--- config.mk ---
export PLATFORM = sky130hd
export DESIGN_NAME = zoom_scan_controller_flat
export DESIGN_NICKNAME = d
export VERILOG_FILES = /design/src/rtl/zoom_scan_if.sv /design/src/rtl/zoom_scan_controller.sv /design/src/flat_wrapper.sv
export SDC_FILE = /design/constraint.sdc
export NUM_CORES = 1
export LEC_CHECK = 0
export CORE_MARGIN = 1.5
export CORE_UTILIZATION = 30
export DETAILED_ROUTE_END_ITERATION = 7
export PLACE_DENSITY_LB_ADDON = 0.08
export SLEW_MARGIN = 10
export SYNTH_ARGS = -nofsm -noshare
export SYNTH_HDL_FRONTEND = slang
export SYNTH_SLANG_ARGS = --single-unit
--- constraint.sdc ---
create_clock -name clk -period 5 [get_ports clk]
set_clock_uncertainty 0.15 [all_clocks]
set_input_delay 1 -clock clk [delete_from_list [all_inputs] [get_ports clk]]
set_output_delay 1 -clock clk [all_outputs]
set_load 0.02 [all_outputs]
--- src/rtl/zoom_scan_if.sv ---
// Scan-side bus of the zoom sequencer: coordinate/read-enable to the datapath and
// source RAM, write address/strobe and back-pressure from the output framebuffer.
interface zoom_scan_if;
    logic        wr_ready;
    logic [8:0]  x_out_coord;
    logic [7:0]  y_out_coord;
    logic        r_en;
    logic [16:0] w_addr;
    logic        w_en;

    modport master (
        input  wr_ready,
        output x_out_coord, y_out_coord, r_en, w_addr, w_en
    );

    modport slave (
        output wr_ready,
        input  x_out_coord, y_out_coord, r_en, w_addr, w_en
    );
endinterface

--- src/rtl/zoom_scan_controller.sv ---
// Rasters every output coordinate of the zoomed frame, enables the source-RAM read and
// delays the matching write address/strobe by the RAM read latency, stalling on back-pressure.
module zoom_scan_controller #(
    parameter int IMG_WIDTH_IN  = 160,
    parameter int IMG_HEIGHT_IN = 120,
    parameter int SHIFT_FACTOR  = 1,
    parameter int RAM_LATENCY   = 1
) (
    input  logic        clk,
    input  logic        rst_n,
    input  logic        start_i,
    input  logic        abort_i,
    output logic        busy_o,
    output logic        done_o,
    zoom_scan_if.master scan_if
);
    localparam int         OUT_W      = IMG_WIDTH_IN << SHIFT_FACTOR;
    localparam int         OUT_H      = IMG_HEIGHT_IN << SHIFT_FACTOR;
    localparam logic [8:0] X_LAST     = 9'(OUT_W - 1);
    localparam logic [7:0] Y_LAST     = 8'(OUT_H - 1);
    localparam logic [1:0] FLUSH_LAST = 2'(RAM_LATENCY - 1);

    typedef enum logic [1:0] {IDLE, RUN, FLUSH, DONE_ST} state_e;

    state_e      state_q, state_d;
    logic [8:0]  x_q, x_d;
    logic [7:0]  y_q, y_d;
    logic [16:0] addr_q, addr_d;
    logic [1:0]  flush_cnt_q, flush_cnt_d;
    logic [RAM_LATENCY-1:0] vld_q;
    logic [16:0] apipe_q [RAM_LATENCY];

    logic busy, adv, at_last, clear;

    assign busy    = (state_q == RUN) || (state_q == FLUSH);
    assign adv     = busy & scan_if.wr_ready;
    assign at_last = (x_q == X_LAST) && (y_q == Y_LAST);
    // Idle and done cycles keep the counters zeroed so a new frame always starts at (0,0).
    assign clear   = abort_i || (state_q == IDLE) || (state_q == DONE_ST);

    always_comb begin
        // NOTE: every variable gets a default first, so no path can infer a latch.
        state_d     = state_q;
        x_d         = x_q;
        y_d         = y_q;
        addr_d      = addr_q;
        flush_cnt_d = flush_cnt_q;

        unique case (state_q)
            IDLE: begin
                if (start_i) state_d = RUN;
            end
            RUN: begin
                if (adv) begin
                    if (at_last) begin
                        state_d = FLUSH;
                    end else begin
                        addr_d = addr_q + 17'd1;
                        if (x_q == X_LAST) begin
                            x_d = '0;
                            y_d = y_q + 8'd1;
                        end else begin
                            x_d = x_q + 9'd1;
                        end
                    end
                end
            end
            FLUSH: begin
                if (adv) begin
                    if (flush_cnt_q == FLUSH_LAST) state_d = DONE_ST;
                    else                           flush_cnt_d = flush_cnt_q + 2'd1;
                end
            end
            DONE_ST: state_d = IDLE;
            default: state_d = IDLE;
        endcase

        if (clear) begin
            x_d         = '0;
            y_d         = '0;
            addr_d      = '0;
            flush_cnt_d = '0;
        end
        if (abort_i) state_d = IDLE;
    end

    always_ff @(posedge clk or negedge rst_n) begin
        // NOTE: sequential state uses non-blocking assignments so all registers update together.
        if (!rst_n) begin
            state_q     <= IDLE;
            x_q         <= '0;
            y_q         <= '0;
            addr_q      <= '0;
            flush_cnt_q <= '0;
        end else begin
            state_q     <= state_d;
            x_q         <= x_d;
            y_q         <= y_d;
            addr_q      <= addr_d;
            flush_cnt_q <= flush_cnt_d;
        end
    end

    // Valid and address pipes track the source-RAM read latency and advance only with it.
    always_ff @(posedge clk or negedge rst_n) begin
        // NOTE: the address pipe is a few flops, not RAM, so it is reset to give a known 0 on W_ADDR.
        if (!rst_n) begin
            vld_q <= '0;
            for (int i = 0; i < RAM_LATENCY; i++) apipe_q[i] <= '0;
        end else if (clear) begin
            vld_q <= '0;
            for (int i = 0; i < RAM_LATENCY; i++) apipe_q[i] <= '0;
        end else if (adv) begin
            vld_q[0]   <= (state_q == RUN);
            apipe_q[0] <= addr_q;
            for (int i = 1; i < RAM_LATENCY; i++) begin
                vld_q[i]   <= vld_q[i-1];
                apipe_q[i] <= apipe_q[i-1];
            end
        end
    end

    assign scan_if.x_out_coord = x_q;
    assign scan_if.y_out_coord = y_q;
    assign scan_if.r_en        = adv;
    assign scan_if.w_addr      = apipe_q[RAM_LATENCY-1];
    assign scan_if.w_en        = vld_q[RAM_LATENCY-1] & adv;
    assign busy_o              = busy;
    assign done_o              = (state_q == DONE_ST);
endmodule

--- src/flat_wrapper.sv ---
// flat-port wrapper written by rule: the top's interface ports become plain ports
module zoom_scan_controller_flat 
#(
    parameter int IMG_WIDTH_IN  = 160,
    parameter int IMG_HEIGHT_IN = 120,
    parameter int SHIFT_FACTOR  = 1,
    parameter int RAM_LATENCY   = 1
)
  (clk, rst_n, start_i, abort_i, busy_o, done_o, scan_if_wr_ready, scan_if_x_out_coord, scan_if_y_out_coord, scan_if_r_en, scan_if_w_addr, scan_if_w_en);
  zoom_scan_if scan_if_i ();
  input  logic clk;
  input  logic rst_n;
  input  logic start_i;
  input  logic abort_i;
  output logic busy_o;
  output logic done_o;
  input wire logic [$bits(scan_if_i.wr_ready)-1:0] scan_if_wr_ready;
  output wire logic [$bits(scan_if_i.x_out_coord)-1:0] scan_if_x_out_coord;
  output wire logic [$bits(scan_if_i.y_out_coord)-1:0] scan_if_y_out_coord;
  output wire logic [$bits(scan_if_i.r_en)-1:0] scan_if_r_en;
  output wire logic [$bits(scan_if_i.w_addr)-1:0] scan_if_w_addr;
  output wire logic [$bits(scan_if_i.w_en)-1:0] scan_if_w_en;
  assign scan_if_i.wr_ready = scan_if_wr_ready;
  assign scan_if_x_out_coord = scan_if_i.x_out_coord;
  assign scan_if_y_out_coord = scan_if_i.y_out_coord;
  assign scan_if_r_en = scan_if_i.r_en;
  assign scan_if_w_addr = scan_if_i.w_addr;
  assign scan_if_w_en = scan_if_i.w_en;
  zoom_scan_controller #(.IMG_WIDTH_IN(IMG_WIDTH_IN), .IMG_HEIGHT_IN(IMG_HEIGHT_IN), .SHIFT_FACTOR(SHIFT_FACTOR), .RAM_LATENCY(RAM_LATENCY)) u_core (.clk(clk), .rst_n(rst_n), .start_i(start_i), .abort_i(abort_i), .busy_o(busy_o), .done_o(done_o), .scan_if(scan_if_i));
endmodule
* Word-level counts from Yosys, hierarchy flattened
Index checks and enable logic that the tools add are counted.
** Storage, ports and cells
- Flip-flop bits (word level) :: 56
- Logic and storage cells :: 68
** Cells by class
- Add/subtract/negate cells :: 4
- Eq/ne operators :: 12
- Multiplexer cells :: 29
- Bitwise logic cells :: 2
- Reduce and logical (&&, ||, !) cells :: 14
** Operators with widths (number)
- two-way mux 17 bit :: 6
- two-way mux 9 bit :: 5
- two-way mux 8 bit :: 5
- two-way mux 2 bit :: 10
- adder 17 x 1 -> 17 bit (second input constant) :: 1
- adder 9 x 1 -> 9 bit (second input constant) :: 1
- == test 9 bit (second input constant) :: 1
- inequality test 3 x 2 -> 1 bit (second input constant) :: 3
- adder 8 x 1 -> 8 bit (second input constant) :: 1
- == test 8 bit (second input constant) :: 1
- case mux 2 bit (4 select lines) :: 1
- nonzero test 2 bit :: 4
- inequality test 3 bit (second input constant) :: 2
- AND reduction 3 bit :: 2
- AND reduction 5 bit :: 1
- == test 2 bit (second input constant) :: 2
- zero test 2 bit :: 2
- AND reduction 4 bit :: 1
- logical OR 1 bit :: 3
- adder 2 x 1 -> 2 bit (second input constant) :: 1
- bitwise AND 1 bit :: 2
- == test 2 x 1 -> 1 bit (second input constant) :: 1
- two-way mux 1 bit :: 2
- inequality test 2 x 1 -> 1 bit (second input constant) :: 1
- 2 further kinds :: 2

* Depth between registers and ports, before layout
Gate-level depths: netlist of run 1.
- Depth in word-level cells :: 6
- Gate-level depth with buffers :: 8
- Depth with buffers taken out :: 7

* Worst setup path before layout of run 1
Ideal clock, no wire load.
- Path type :: input to output
- From :: input scan_if_wr_ready
- To :: output scan_if_r_en
- Arrival time :: 1.882 ns
- Required time :: 3.850 ns
- Path slack :: 1.968 ns
- Cell stages on the path :: 4
- Cell sequence :: nand2_1 clkbuf_1 clkinv_1 clkbuf_1
** On the way
- Longest elaborated chain between the ends :: 1
** RTL lines
- start: declaration :: line flat_wrapper.sv:17 : input wire logic [$bits(scan_if_i.wr_ready)-1:0] scan_if_wr_ready;
- bitwise AND 1 bit :: line zoom_scan_controller.sv:36 : assign adv = busy & scan_if.wr_ready;
- end: declaration :: line flat_wrapper.sv:20 : output wire logic [$bits(scan_if_i.r_en)-1:0] scan_if_r_en;
Every way passes these cells.

* Worst setup path in the final report of run 1
Same ends and word-level chain as after synthesis.

==> flow_results.org, run 1 <==
** Outcome
- The run finished with clean final reports.

** Floorplan
- Die outline height :: 101.4 um
- Die width :: 101.4 um
- Row generation in the floorplan step produced 35 rows.
- In this run the standard cell core region covers 9328 sq um.
- The die covers 10,280 sq um.
- Top Ports :: 43
- For this configuration, the core starts out at a cell density of 31.13%.

** Power and ir drop
- Internal Pwr Total :: 635.1 uW
- The clock network is responsible for 25.2% of the overall power.
- In this run the power spent charging and discharging nets is 363.7 uW.
- Per report_power, the sequential group accounts for 46.7% of the total.
- Maximum vdd drop :: 0.0002693 V
- Leakage power :: 1.359 nW
- Of the total power, combinational logic draws 28.1%.
- PwrDens :: 279.8 nW/um^2
- Net switching is 36.41% of the power.

** Finish
- The number of antenna diodes in the final layout is 0.
- Total number of nets in the final design :: 368
- Of the cells placed in the final design, the portion with a size suffix greater than 1 is 5.915%.
- Relative to the synthesized area, the layout overhead comes to 22.92%.
- In the final layout, flip-flops and latches occupy approximately 1400 sq um.
- The multi-input combinational cells in the finished layout cover a total of around 1400 sq um.
- Number of fill cells in the layout :: 976

** Synth
- Async set-or-reset flop fraction in the synthesized netlist :: 100.0%
- Average cell area after synthesis :: 9.190 sq um
- Area of the mapped netlist :: just under 3000 sq um
- The most used flip-flop cell after synthesis is sky130_fd_sc_hd__dfrtp_1.
- After synthesis, the largest family of logic cells by area is simple AND/OR/NAND/NOR gates.
- Portion of the post-synthesis area used by sequential elements :: about half
- Mapped Nets :: 329
- Register bit count reported by yosys :: 56
- In this run, distinct cell masters in the synthesized netlist total 41.
- Compound-gate portion of the synthesized area :: 17.10%
- Adder-cell area share of the yosys netlist :: 3.447%
- Post-synthesis xor/xnor area fraction :: less than 1%
- The synthesized netlist devotes 24.77% of its cell area to simple gates.
- Proportion of synthesized area in mux cells :: roughly 2.4%
- For this run, the number of Yosys warnings is 0.
- Top-area cell type share of the netlist area :: 48.26%
- Library cell occupying the most area in the post-synthesis netlist :: sky130_fd_sc_hd__dfrtp_1
- In this run, synthesis inferred 0 flip-flops with an integrated enable.
- Synthesis handed over a netlist of 316 instances.
- By area the synthesized netlist is led by sky130_fd_sc_hd__dfrtp_1, sky130_fd_sc_hd__nand2_1, sky130_fd_sc_hd__a21oi_1, sky130_fd_sc_hd__ha_1, sky130_fd_sc_hd__or4_1.

** Drt
- Number of vias after detailed routing :: 2,522
- After detailed routing, the number of remaining DRC violations is 0.
- Final antenna-violating net count :: 0
- For this block, the initial DRC count from the detailed router was 71.
- Vias per std cell :: between 5 and 6
- The first TritonRoute pass finished after 4 iterations.
- Wires add up to 7369 um.
- After detailed routing, the average wire length per cell comes to 15.23 um.

** Timing
- Headroom to the max-slew limit :: 34.71%
- Final worst-path setup slack :: 1.058 ns
- Fin. max-slew vios :: 0
- Final sum of negative setup slack :: 0 ns
- For the finished layout, the period the worst path requires is approximately 3.9 ns.
- At the pin with the least slew margin, the transition time is 0.9721 ns.
- Based on the critical path, the design can be clocked at up to ~250 MHz.
- Hold violation count in the final report :: 0
- In the finished design, the share of the clock period the worst path needs comes to about four fifths.
- Count of endpoints failing setup in the final report :: 0
- Setup repair after global routing left no endpoint under its margin.

** Worst setup path
- For this design, the slowest cell found on the critical path is sky130_fd_sc_hd__clkdlybuf4s50_1.
- Worst Path Required :: 3.85 ns
- The most numerous cell type found on the critical path is sky130_fd_sc_hd__clkdlybuf4s50_1.
- For the worst setup path, the data arrival time is 2.79 ns.
- Critical path's top delay family :: buffers and inverters
- The worst setup path is of the input port to output port kind.
- Top fanout value on the critical path :: 19
- Slowest cell delay on critical path :: approximately 0.70 ns
- Kind of end point of the critical path :: output port
- Counting both buffers and inverters, the worst setup path holds a total of 4.
- Traced cell by cell, the critical path runs through clkdlybuf4s50_1 -> buf_4 -> nand2_1 -> clkinv_1 -> clkdlybuf4s50_1.
- The worst setup path is launched from an input port.

** CTS
- In this run the clock root is driven by a sky130_fd_sc_hd__clkbuf_8.
- For this design, the CTS-stage hold fixing added 0 buffers.
- Once the clock tree was built, the setup fixing pass inserted 0 buffers.
- CTS built an H-tree with a depth of 2.
- TritonCTS built the clock tree.
- Clock slew at reported path FFs :: roughly 0.11 ns
- Clock buffer depth :: 2
- Post-CTS repair changed the size of 0 cells.
- Number of clock sinks :: 56
- The later pin in the worst-skew pair is clocked with a latency of 0.31 ns.
- Number of CTS-inserted buffers :: 5

** GRT
- Number of global-route vias before repair :: between 2k and 2.5k
- Antenna violations before repair :: 0
- After global routing, the most crowded layer is met2.
- Entering global routing, the biggest net connects 34 pins.
- Global routing used roughly 15% of the available tracks.
- Met3 capacity usage during global routing :: 2.622%
- For this run, global-route usage on met2 was measured as 24.68%.
- GRT overflow :: 0
- First-pass GRT wire length :: 12,340 um
- Met1 Use GR :: 20.86%

** Place
- Once detailed placement completed, the half-perimeter wirelength came to 4932 um.
- Routability-driven placement finished with a final weighted congestion of 0.7798.
- Input and output buffers added on the ports amount to 42.
- Pre-CTS WS :: about 1.0 ns

** Run
- Max-cap violations in this run came to 0.

** Worst hold path
- The worst hold path belongs to the class register to register.
[cells in the mapped netlist (2+ instances only)]
master                     number
sky130_fd_sc_hd__ha_1           8
sky130_fd_sc_hd__mux2i_1        7
sky130_fd_sc_hd__nand2b_1       6
sky130_fd_sc_hd__a41o_1         2
sky130_fd_sc_hd__nor2_1        13
sky130_fd_sc_hd__nand4_1        5
sky130_fd_sc_hd__or3_1          8
sky130_fd_sc_hd__dfrtp_1       56
sky130_fd_sc_hd__nand2_1       53
sky130_fd_sc_hd__or4_1         11
sky130_fd_sc_hd__and4_1         5
sky130_fd_sc_hd__a31oi_1        5
sky130_fd_sc_hd__and3_1         5
sky130_fd_sc_hd__o311ai_0       4
sky130_fd_sc_hd__o211ai_1       2
sky130_fd_sc_hd__clkbuf_1      12
sky130_fd_sc_hd__inv_1          8
sky130_fd_sc_hd__and2_1         2
sky130_fd_sc_hd__o41ai_1        5
sky130_fd_sc_hd__o21ai_0       11
sky130_fd_sc_hd__nor3_1         4
sky130_fd_sc_hd__o31ai_1       10
sky130_fd_sc_hd__nor2b_1        2
sky130_fd_sc_hd__buf_2          4
sky130_fd_sc_hd__a21oi_1       36
sky130_fd_sc_hd__nor4_1         3
sky130_fd_sc_hd__nand3_1       15
[layer usage]
layer / part of all wire (%) / up-vias
li1: - / 1239
met1: 50 / 1243
met2: 47 / 36
met3: 2.4 / 4
met4: 0.85 / 0
met5: 0 / -
[layout make-up]
class | instances | share of cell area [%]
multi-input combinational | 235 | 40.10
sequential | 56 | 39.26
timing repair buffer | 48 | 12.90
tap | 129 | 4.522
clock buffer | 5 | 1.928
inverter | 9 | 0.9464
clock inverter | 2 | 0.3505
[path summary, 6_finish.rpt]
check                                                           from                                         to  slack (ns)  cells after the start
setup / recovery                                    scan_if_wr_ready                               scan_if_r_en        1.06                      5
hold / removal                 u_core.scan_if.w_addr[14]$_DFFE_PN0P_      u_core.scan_if.w_addr[14]$_DFFE_PN0P_        0.37                      2
setup reg to reg           u_core.scan_if.x_out_coord[0]$_DFFE_PN0P_              u_core.addr_q[12]$_DFFE_PN0P_        2.31                      5
hold reg to reg                u_core.scan_if.w_addr[14]$_DFFE_PN0P_      u_core.scan_if.w_addr[14]$_DFFE_PN0P_        0.37                      2
max in group asynchronous                                      rst_n  u_core.scan_if.x_out_coord[1]$_DFFE_PN0P_        3.34                      2
min in group asynchronous                                      rst_n      u_core.scan_if.w_addr[16]$_DFFE_PN0P_        0.50                      1
[worst reg2reg max path: cells and delay by family, from the launching register on]
family	cells	cell delay [ns]
DFF	1	0.43
adders and majority gates	1	0.22
AOI/OAI and AO/OA	2	0.39
and+or+nand+nor	2	1.41
[cells in the final DEF (no fill, tap or decap), types with 3 or more instances in the layout]
cell type	instances
sky130_fd_sc_hd__and4_1	5
sky130_fd_sc_hd__or4_1	11
sky130_fd_sc_hd__nor3_1	3
sky130_fd_sc_hd__ha_1	8
sky130_fd_sc_hd__and3_1	5
sky130_fd_sc_hd__nand3_1	15
sky130_fd_sc_hd__o31ai_1	10
sky130_fd_sc_hd__or3_1	8
sky130_fd_sc_hd__nand2b_1	6
sky130_fd_sc_hd__nand4_1	5
sky130_fd_sc_hd__a31oi_1	5
sky130_fd_sc_hd__o21ai_0	11
sky130_fd_sc_hd__buf_4	6
sky130_fd_sc_hd__dfrtp_1	56
sky130_fd_sc_hd__clkbuf_8	5
sky130_fd_sc_hd__o311ai_0	4
sky130_fd_sc_hd__mux2i_1	7
sky130_fd_sc_hd__nor2_1	13
sky130_fd_sc_hd__nand2_1	53
sky130_fd_sc_hd__a21oi_1	36
sky130_fd_sc_hd__o41ai_1	4
sky130_fd_sc_hd__clkdlybuf4s50_1	41
sky130_fd_sc_hd__inv_1	8
[stage by stage]
| stage | utilization, % | std cells | instance area (sq um) | total power [mW] | hold WS, ns |
|---|---|---|---|---|---|
| after global placement | 37.40 | 477 | 3488 | 0.7590 | 0.3455 |
| after floorplan | - | 316 | 2904 | 0.6560 | 0.3255 |
| after global routing | 38.27 | 484 | 3570 | 1.064 | 0.4028 |
| after detailed placement | 37.40 | 477 | 3488 | 0.7630 | 0.3645 |
| final | 38.27 | 484 | 3570 | 0.9989 | 0.3745 |
| after CTS | 38.27 | 484 | 3570 | 1.022 | 0.3806 |
[cell families (layout without fill, tap and decap cells)]
logic type	after synthesis	after routing
xor+xnor	2	2
buf+inv	25	64
flops	56	56
compound gates	80	80
mux	7	7
simple gates	138	138
fa+ha+maj	8	8
[power by group through the flow]
stage / Sequential [mW] / Clock [mW] / Combinational [mW]
2_1_floorplan: 0.475 / 0 / 0.181
3_3_place_gp: 0.475 / 0 / 0.284
3_5_place_dp: 0.476 / 0 / 0.287
4_1_cts: 0.467 / 0.266 / 0.289
5_1_grt: 0.468 / 0.278 / 0.318
6_report: 0.467 / 0.251 / 0.281
[flip-flops by register name (all words and copies together) (netlist names)]
| register | count |
|---|---|
| u_core.addr_q | 17 |
| u_core.scan_if.x_out_coord | 9 |
| u_core.state_q | 2 |
| u_core.scan_if.w_addr | 17 |
| u_core.scan_if.y_out_coord | 8 |
| u_core.vld_q | 1 |
| u_core.flush_cnt_q | 2 |
No activity file was read; power rests on OpenSTA's default activity.
==> run 2, diff against run 1 <==
==> constraint.sdc (replaced) <==
create_clock -name clk -period 3.6 [get_ports clk]
set_clock_uncertainty 0.15 [all_clocks]
set_input_delay 0.72 -clock clk [delete_from_list [all_inputs] [get_ports clk]]
set_output_delay 0.72 -clock clk [all_outputs]
set_load 0.02 [all_outputs]
==> run 2 against run 1 <==
  * Register-to-register slack lost 1.4 ns
  * Combinational power grew 47%
  * Clock power grew 46%
  * Global-route usage grew 0.12 points
==> flow_results.org, run 2 (synthesis results as in run 1) <==
** Drt
- The number of optimization iterations in the first detailed-route pass came to 7 (+3).
- The number of DRC markers after the initial detailed-route iteration was 85 (+20%).
- Post-detailed-route wirelength per cell :: 14.96 um (-1.8%)
- Vias per std cell :: 5.209 (about the same)
- Number of vias after detailed routing :: 2,542 (+0.79%)
- The aggregate routed wire length was 7299 um (-0.95%).
- The post-detailed-route count of antenna-violating nets came to 0 (unchanged).
- DRC :: 0 (unchanged)

** GRT
- The pin count of the biggest net entering global routing came to 28 (-18%).
- Number of global-route vias before repair :: 2,446 (-2.1%)
- First-pass GRT wire length :: 12,480 um (+1.1%)
- The overflow left after global routing was 0 (unchanged).
- Antenna violations before repair :: 0 (unchanged)
- Overall track demand over capacity in global routing :: 15.29% (+0.12 points)

** CTS
- The number of sinks driven by the clock tree is 56 (unchanged).
- Number of CTS-inserted buffers :: 5 (unchanged)
- Clock buffer depth :: 2 (unchanged)
- CTS tree :: built
- Root buffer selected by CTS :: sky130_fd_sc_hd__clkbuf_8
- The H-tree level count was 2 (unchanged).
- The clock latency on the worst-skew pair is 0.31 ns (about the same).
- Clock slew at reported path FFs :: 0.10 ns (about the same)
- Resized cells post-CTS :: 0 (unchanged)
- The buffers inserted during post-CTS setup optimization came to 0 (unchanged).
- Post-CTS Hold Buffers :: 0 (unchanged)

** Floorplan
- Die width :: 101.4 um (unchanged)
- Top Ports :: 43 (unchanged)
- Starting Density :: 31.13% (unchanged)
- The placeable core area came to 9328 sq um (unchanged).
- Number of placement rows :: 35 (unchanged)
- Die area :: 10,280 sq um (unchanged)
- Die outline height :: 101.4 um (unchanged)

** Timing
- Headroom to the max-slew limit :: 51.35% (+17 points)
- Max Fclk :: 320.2 MHz
- Final period demand of the worst path :: between 3 and 4 ns
- Setup repair after global routing left no endpoint under its margin.
- Final Hold Slack :: 0.1850 ns (-0.1896 ns)
- The actual slew at the worst max-slew pin is 0.7297 ns (-0.2424 ns).
- The worst path setup slack after routing was 0.4773 ns (-0.5810 ns).
- Final sum of negative setup slack :: 0 ns (unchanged)
- Count of endpoints failing setup in the final report :: 0 (unchanged)
- Hold violation count in the final report :: 0 (unchanged)
- After layout, the worst path uses 86.74% of the clock period.
- The number of pins exceeding their max-slew limit in the final report was 0 (unchanged).

** Finish
- Non-filler cells, final :: 488 (+0.83%)
- Total number of nets in the final design :: 371 (+0.82%)
- Relative to the synthesized area, the layout overhead comes to 24.13%.
- The number of inserted diodes is 0 (unchanged).
- Most common library cell in the layout ignoring fill and taps :: sky130_fd_sc_hd__dfrtp_1
- In the layout the commonest cells are sky130_fd_sc_hd__dfrtp_1, sky130_fd_sc_hd__nand2_1, sky130_fd_sc_hd__clkdlybuf4s50_1.
- The fraction of the core area covered by cells at the end of the flow was 38.65% (+0.38 points).
- The share of final-layout standard cells stronger than drive strength 1 is 6.407% (+0.49 points).

** Place
- The number of cells after detailed placement was 480 (+0.63%).
- Total of buffers placed on input and output ports :: 42 (unchanged)
- The placement-stage worst setup slack is 0.4907 ns (-0.5407 ns).
- Final weighted congestion of routability-driven global placement :: 0.7600 (-2.5%)
- HPWL after DPL :: 5005 um (+1.5%)

** Worst setup path
- The worst setup path is captured at an output port.
- The required arrival time at the worst endpoint is 2.73 ns (-1.12 ns).
- The data arrival time of the critical path is 2.25 ns (-0.54 ns).
- The worst setup path is launched from an input port.
- The critical path is of the input port to output port type.
- The maximum fanout count along the critical path is 8 (-11).

** Worst hold path
- The worst hold path belongs to the class input port to asynchronous set/reset pin.

** Run
- The max-capacitance violation count was 0 (unchanged).

** Power and ir drop
- The maximum VDD drop was 0.0002436 V (-9.5%).
- Leakage power :: 1.370 nW (+0.79%)
- The areal power density over the cells was 396.6 nW/um^2 (+42%).

** Outcome
- The flow ran to the end, and the final reports show no timing, DRC or antenna violations.
[run 2: cell types whose count changed in the layout (fill, tap and decap cells not counted), sizes merged]
cell      change
buf           +3
clkbuf        +3
clkinv        -1
clkinvlp      -1
[run 2: worst max-delay path, stage by stage]
cell and delay, ns:
sky130_fd_sc_hd__clkdlybuf4s50_1 0.67, sky130_fd_sc_hd__nand2_1 0.17, sky130_fd_sc_hd__clkinv_1 0.09, sky130_fd_sc_hd__clkdlybuf4s50_1 0.60
[run 2: where the power goes]
part           internal (mW)  switching, mW
combinational          0.127          0.287
clock                  0.158          0.208
sequential             0.639         0.0118
[run 2: through the flow]
stage | power (mW) | instance area, sq um
CTS | 1.450 | 3605
floorplan | 0.9111 | 2904
finish | 1.430 | 3605
detailed placement | 1.082 | 3515
global placement | 1.081 | 3515
global route | 1.524 | 3605
[run 2: cell type report]
type / instances / area, sq um
Tap cell: 129 / 161.4
Inverter: 9 / 33.78
Timing Repair Buffer: 51 / 495.5
Clock buffer: 8 / 90.09
Fill cell: 982 / 5723
Multi-Input combinational cell: 235 / 1423
Sequential cell: 56 / 1401
[run 2: path summary, 6_finish.rpt]
check,depth (start not counted),from,slack (ns),endpoint
worst max register to register,6,u_core.state_q[1]$_DFFE_PN0P_,0.88,u_core.addr_q[16]$_DFFE_PN0P_
min in group clk,2,u_core.scan_if.w_addr[15]$_DFFE_PN0P_,0.37,u_core.scan_if.w_addr[15]$_DFFE_PN0P_
worst min-delay path,1,rst_n,0.18,u_core.scan_if.w_addr[16]$_DFFE_PN0P_
max in group asynchronous,2,rst_n,2.48,u_core.scan_if.x_out_coord[1]$_DFFE_PN0P_
worst min register to register,2,u_core.scan_if.w_addr[15]$_DFFE_PN0P_,0.37,u_core.scan_if.w_addr[15]$_DFFE_PN0P_
worst max-delay path,4,scan_if_wr_ready,0.48,scan_if_r_en
[run 2: layer usage]
metal  vias up  wire length [um]  track usage, %
met5         -                 0               0
met4         0                49           3.526
met3         4               174           2.553
met2        47              3281           23.49
met1      1243              3793           22.50
li1       1248                 -               -
==> run 3, diff against run 2 <==
--- a/config.mk
+++ b/config.mk
@@ -7,6 +7,8 @@
 export LEC_CHECK = 0
 export CORE_MARGIN = 1.5
 export CORE_UTILIZATION = 30
+export CTS_BUF_LIST = sky130_fd_sc_hd__clkbuf_2
+export CTS_CLUSTER_SIZE = 28
 export DETAILED_ROUTE_END_ITERATION = 7
 export PLACE_DENSITY_LB_ADDON = 0.08
 export SLEW_MARGIN = 10
==> run 3 against run 2 <==
  * Wire length is 0.52% lower
  * Critical path depth rose by 1
  * Clock power decreased by 32%
  * Maximum frequency shrank 3.6%
  * Register-to-register slack got worse by 0.02 ns
  * Clock-buffer cell count is 1 lower
  * Sequential power hardly changed
  * Setup slack worse by 0.12 ns
  * Critical endpoint unchanged
  * Largest cell class unchanged
  * Highest routed layer unchanged
==> flow_results.org, run 3 (synthesis results as in run 1) <==
** Finish
- Leaving out fill and tap cells, the most frequent cell in the layout is sky130_fd_sc_hd__dfrtp_1.
- Total number of nets in the final design :: 372 (+0.27%)
- Layout overhead on the synthesized area :: 22.71%
- Post-Layout Inst Area :: 3563 sq um (-1.1%)
- The share of final-layout standard cells stronger than drive strength 1 came to 6.667% (+0.26 points).
- The number of inserted diodes was 0 (unchanged).
- Core utilization of the finished layout :: 38.20% (-0.44 points)
- Non-filler cells, final :: 489 (+0.20%)
- In the layout the commonest cells are sky130_fd_sc_hd__dfrtp_1, sky130_fd_sc_hd__nand2_1, sky130_fd_sc_hd__clkdlybuf4s50_1.

** Drt
- The routed wire length on met2 is 3292 um (+0.34%).
- The post-detailed-route count of antenna-violating nets is 0 (unchanged).
- The detailed-route via count is 2,531 (-0.43%).
- Top metal layer carrying routed signals :: met4
- The aggregate routed wire length was 7261 um (-0.52%).
- Initial drt markers :: 99 (+16%)
- The number of optimization iterations in the first detailed-route pass is 6 (-1).
- The total DRC errors in the routed layout came to 0 (unchanged).
- Met3 wirelength from detailed routing :: 157 um (-9.8%)
- The routed metal-1 wirelength was 3747 um (-1.2%).
- Post-detailed-route wirelength per cell :: 14.85 um (-0.72%)
- Vias per std cell :: 5.176 (-0.64%)

** Worst hold path
- The path class of the tightest hold or removal check is register to register.

** Power and ir drop
- Maximum vdd drop :: 0.0002452 V (+0.63%)
- Leakage power :: 1.360 nW (-0.78%)
- The areal power density over the cells was 369.3 nW/um^2 (-6.9%).
- Overall power after layout :: 1.316 mW (-8.0%)

** CTS
- The number of sinks driven by the clock tree came to 56 (unchanged).
- The clock edge transition at the registers on the reported setup and hold paths came to 0.26 ns (+0.16 ns).
- The total of cells resized after clock tree synthesis is 0 (unchanged).
- Count of buffers added by post-CTS timing repair for setup :: 0 (unchanged)
- The clock latency on the worst-skew pair is 0.45 ns (+0.14 ns).
- Clock buffer depth :: 2 (unchanged)
- TritonCTS built the clock tree.
- The H-tree level count is 2 (unchanged).
- Root buffer selected by CTS :: sky130_fd_sc_hd__clkbuf_2
- The count of hold-fix buffers inserted at cts came to 1 (+1).
- The total CTS buffers came to 5 (unchanged).

** Worst setup path
- On the critical path the largest part of the delay comes from buffers and inverters.
- The largest stage delay on the critical path came to 0.60 ns (-0.07 ns).
- STA classifies the critical path startpoint as a register.
- Endpoint arrival time on the critical path :: 2.37 ns (+0.12 ns)
- STA classifies the critical path endpoint as an output port.
- CP Cell Sequence :: inv_1 -> ha_1 -> nand2_1 -> clkinv_1 -> clkdlybuf4s50_1
- Standard cell with the maximum stage delay on the critical path :: sky130_fd_sc_hd__clkdlybuf4s50_1
- Type of the setup path with the least slack :: register to output port
- Worst Path Required :: 2.73 ns (about the same)
- The maximum fanout count along the critical path is 10 (+2).
- Buffers and inverters on the worst path :: 3 (unchanged)

** Floorplan
- Die area :: 10,280 sq um (unchanged)
- The count of boundary I/O pins is 43 (unchanged).
- Number of placement rows :: 35 (unchanged)
- Core Box Area :: 9328 sq um (unchanged)
- Starting Density :: 31.13% (unchanged)
- The horizontal die dimension came to 101.4 um (unchanged).
- The die span in y is 101.4 um (unchanged).

** Timing
- Hold violation count in the final report :: 0 (unchanged)
- The actual slew at the worst max-slew pin is 0.7305 ns (+0.0008269 ns).
- The minimum hold slack came to 0.3852 ns (+0.2003 ns).
- Fin. max-slew vios :: 0 (unchanged)
- The number of failing setup endpoints in the final timing report is 0 (unchanged).
- Final sum of negative setup slack :: 0 ns (unchanged)
- Final period demand of the worst path :: 3.239 ns (+0.1159 ns)
- Max Fclk :: 308.8 MHz (-3.6%)
- Final worst-path setup slack :: 0.3614 ns (-0.1159 ns)
- Headroom to the max-slew limit :: 51.30% (-0.055 points)
- Setup repair after global routing left no endpoint under its margin.
- The share of the clock period used by the worst path came to 89.96% (+3.2 points).

** Place
- HPWL after DPL :: 5005 um (unchanged)
- Pre-CTS WS :: 0.4907 ns (unchanged)
- The number of cells after detailed placement was 480 (unchanged).
- Total of buffers placed on input and output ports :: 42 (unchanged)
- Final weighted congestion of routability-driven global placement :: 0.7600 (unchanged)
- Placed Instance Area :: 3515 sq um (unchanged)

** Run
- The max-capacitance violation count was 0 (unchanged).

** GRT
- The global-route wire length before repair came to 12,500 um (+0.10%).
- The number of antenna violations at the first check in global routing came to 0 (unchanged).
- The total global-route track usage was 15.36% (+0.073 points).
- GRT overflow :: 0 (unchanged)
- Number of global-route vias before repair :: 2,444 (-0.082%)
- The pin count of the biggest net entering global routing came to 28 (unchanged).

** Outcome
- Run status :: completed
run 3: changes by cell type in the layout (fill, tap and decap cells not counted), sizes merged:
cell	change
clkbuf	-1
clkinv	+1
dlygate4sd3	+1
run 3: worst min-delay path, cell delays in order, from the launching register on:
cell,delay (ns)
sky130_fd_sc_hd__dfrtp_1,0.43
sky130_fd_sc_hd__nand2_1,0.05
sky130_fd_sc_hd__a21oi_1,0.05
run 3: final timing paths:
kind | from | to | slack, ns | cells after the start
setup / recovery | u_core.state_q[1]$_DFFE_PN0P_ | scan_if_r_en | 0.36 | 5
hold / removal | u_core.scan_if.w_addr[15]$_DFFE_PN0P_ | u_core.scan_if.w_addr[15]$_DFFE_PN0P_ | 0.39 | 2
setup reg to reg | u_core.state_q[1]$_DFFE_PN0P_ | u_core.addr_q[16]$_DFFE_PN0P_ | 0.86 | 6
hold reg to reg | u_core.scan_if.w_addr[15]$_DFFE_PN0P_ | u_core.scan_if.w_addr[15]$_DFFE_PN0P_ | 0.39 | 2
max in group asynchronous | rst_n | u_core.scan_if.x_out_coord[1]$_DFFE_PN0P_ | 2.12 | 3
min in group asynchronous | rst_n | u_core.scan_if.w_addr[16]$_DFFE_PN0P_ | 0.54 | 2
run 3: power by group:
group          switching, mW  internal [mW]  leakage (nW)  total, mW
registers             0.0117          0.641         0.781      0.653
logic                  0.287          0.127         0.547      0.414
clock network          0.197         0.0519        0.0306      0.249
run 3: routing by layer:
metal,up-vias,GRT usage (%)
met3,5,2.484
met5,-,0
met4,0,3.739
met2,47,23.80
met1,1228,22.42
li1,1251,-
run 3: layout make-up:
type	count	area [sq um]
fill	986	5764
multi-input combinational	235	1423
sequential	56	1401
timing repair buffer	52	505.5
tap	129	161.4
clock buffer	7	35.03
inverter	9	33.78
clock inverter	1	3.754
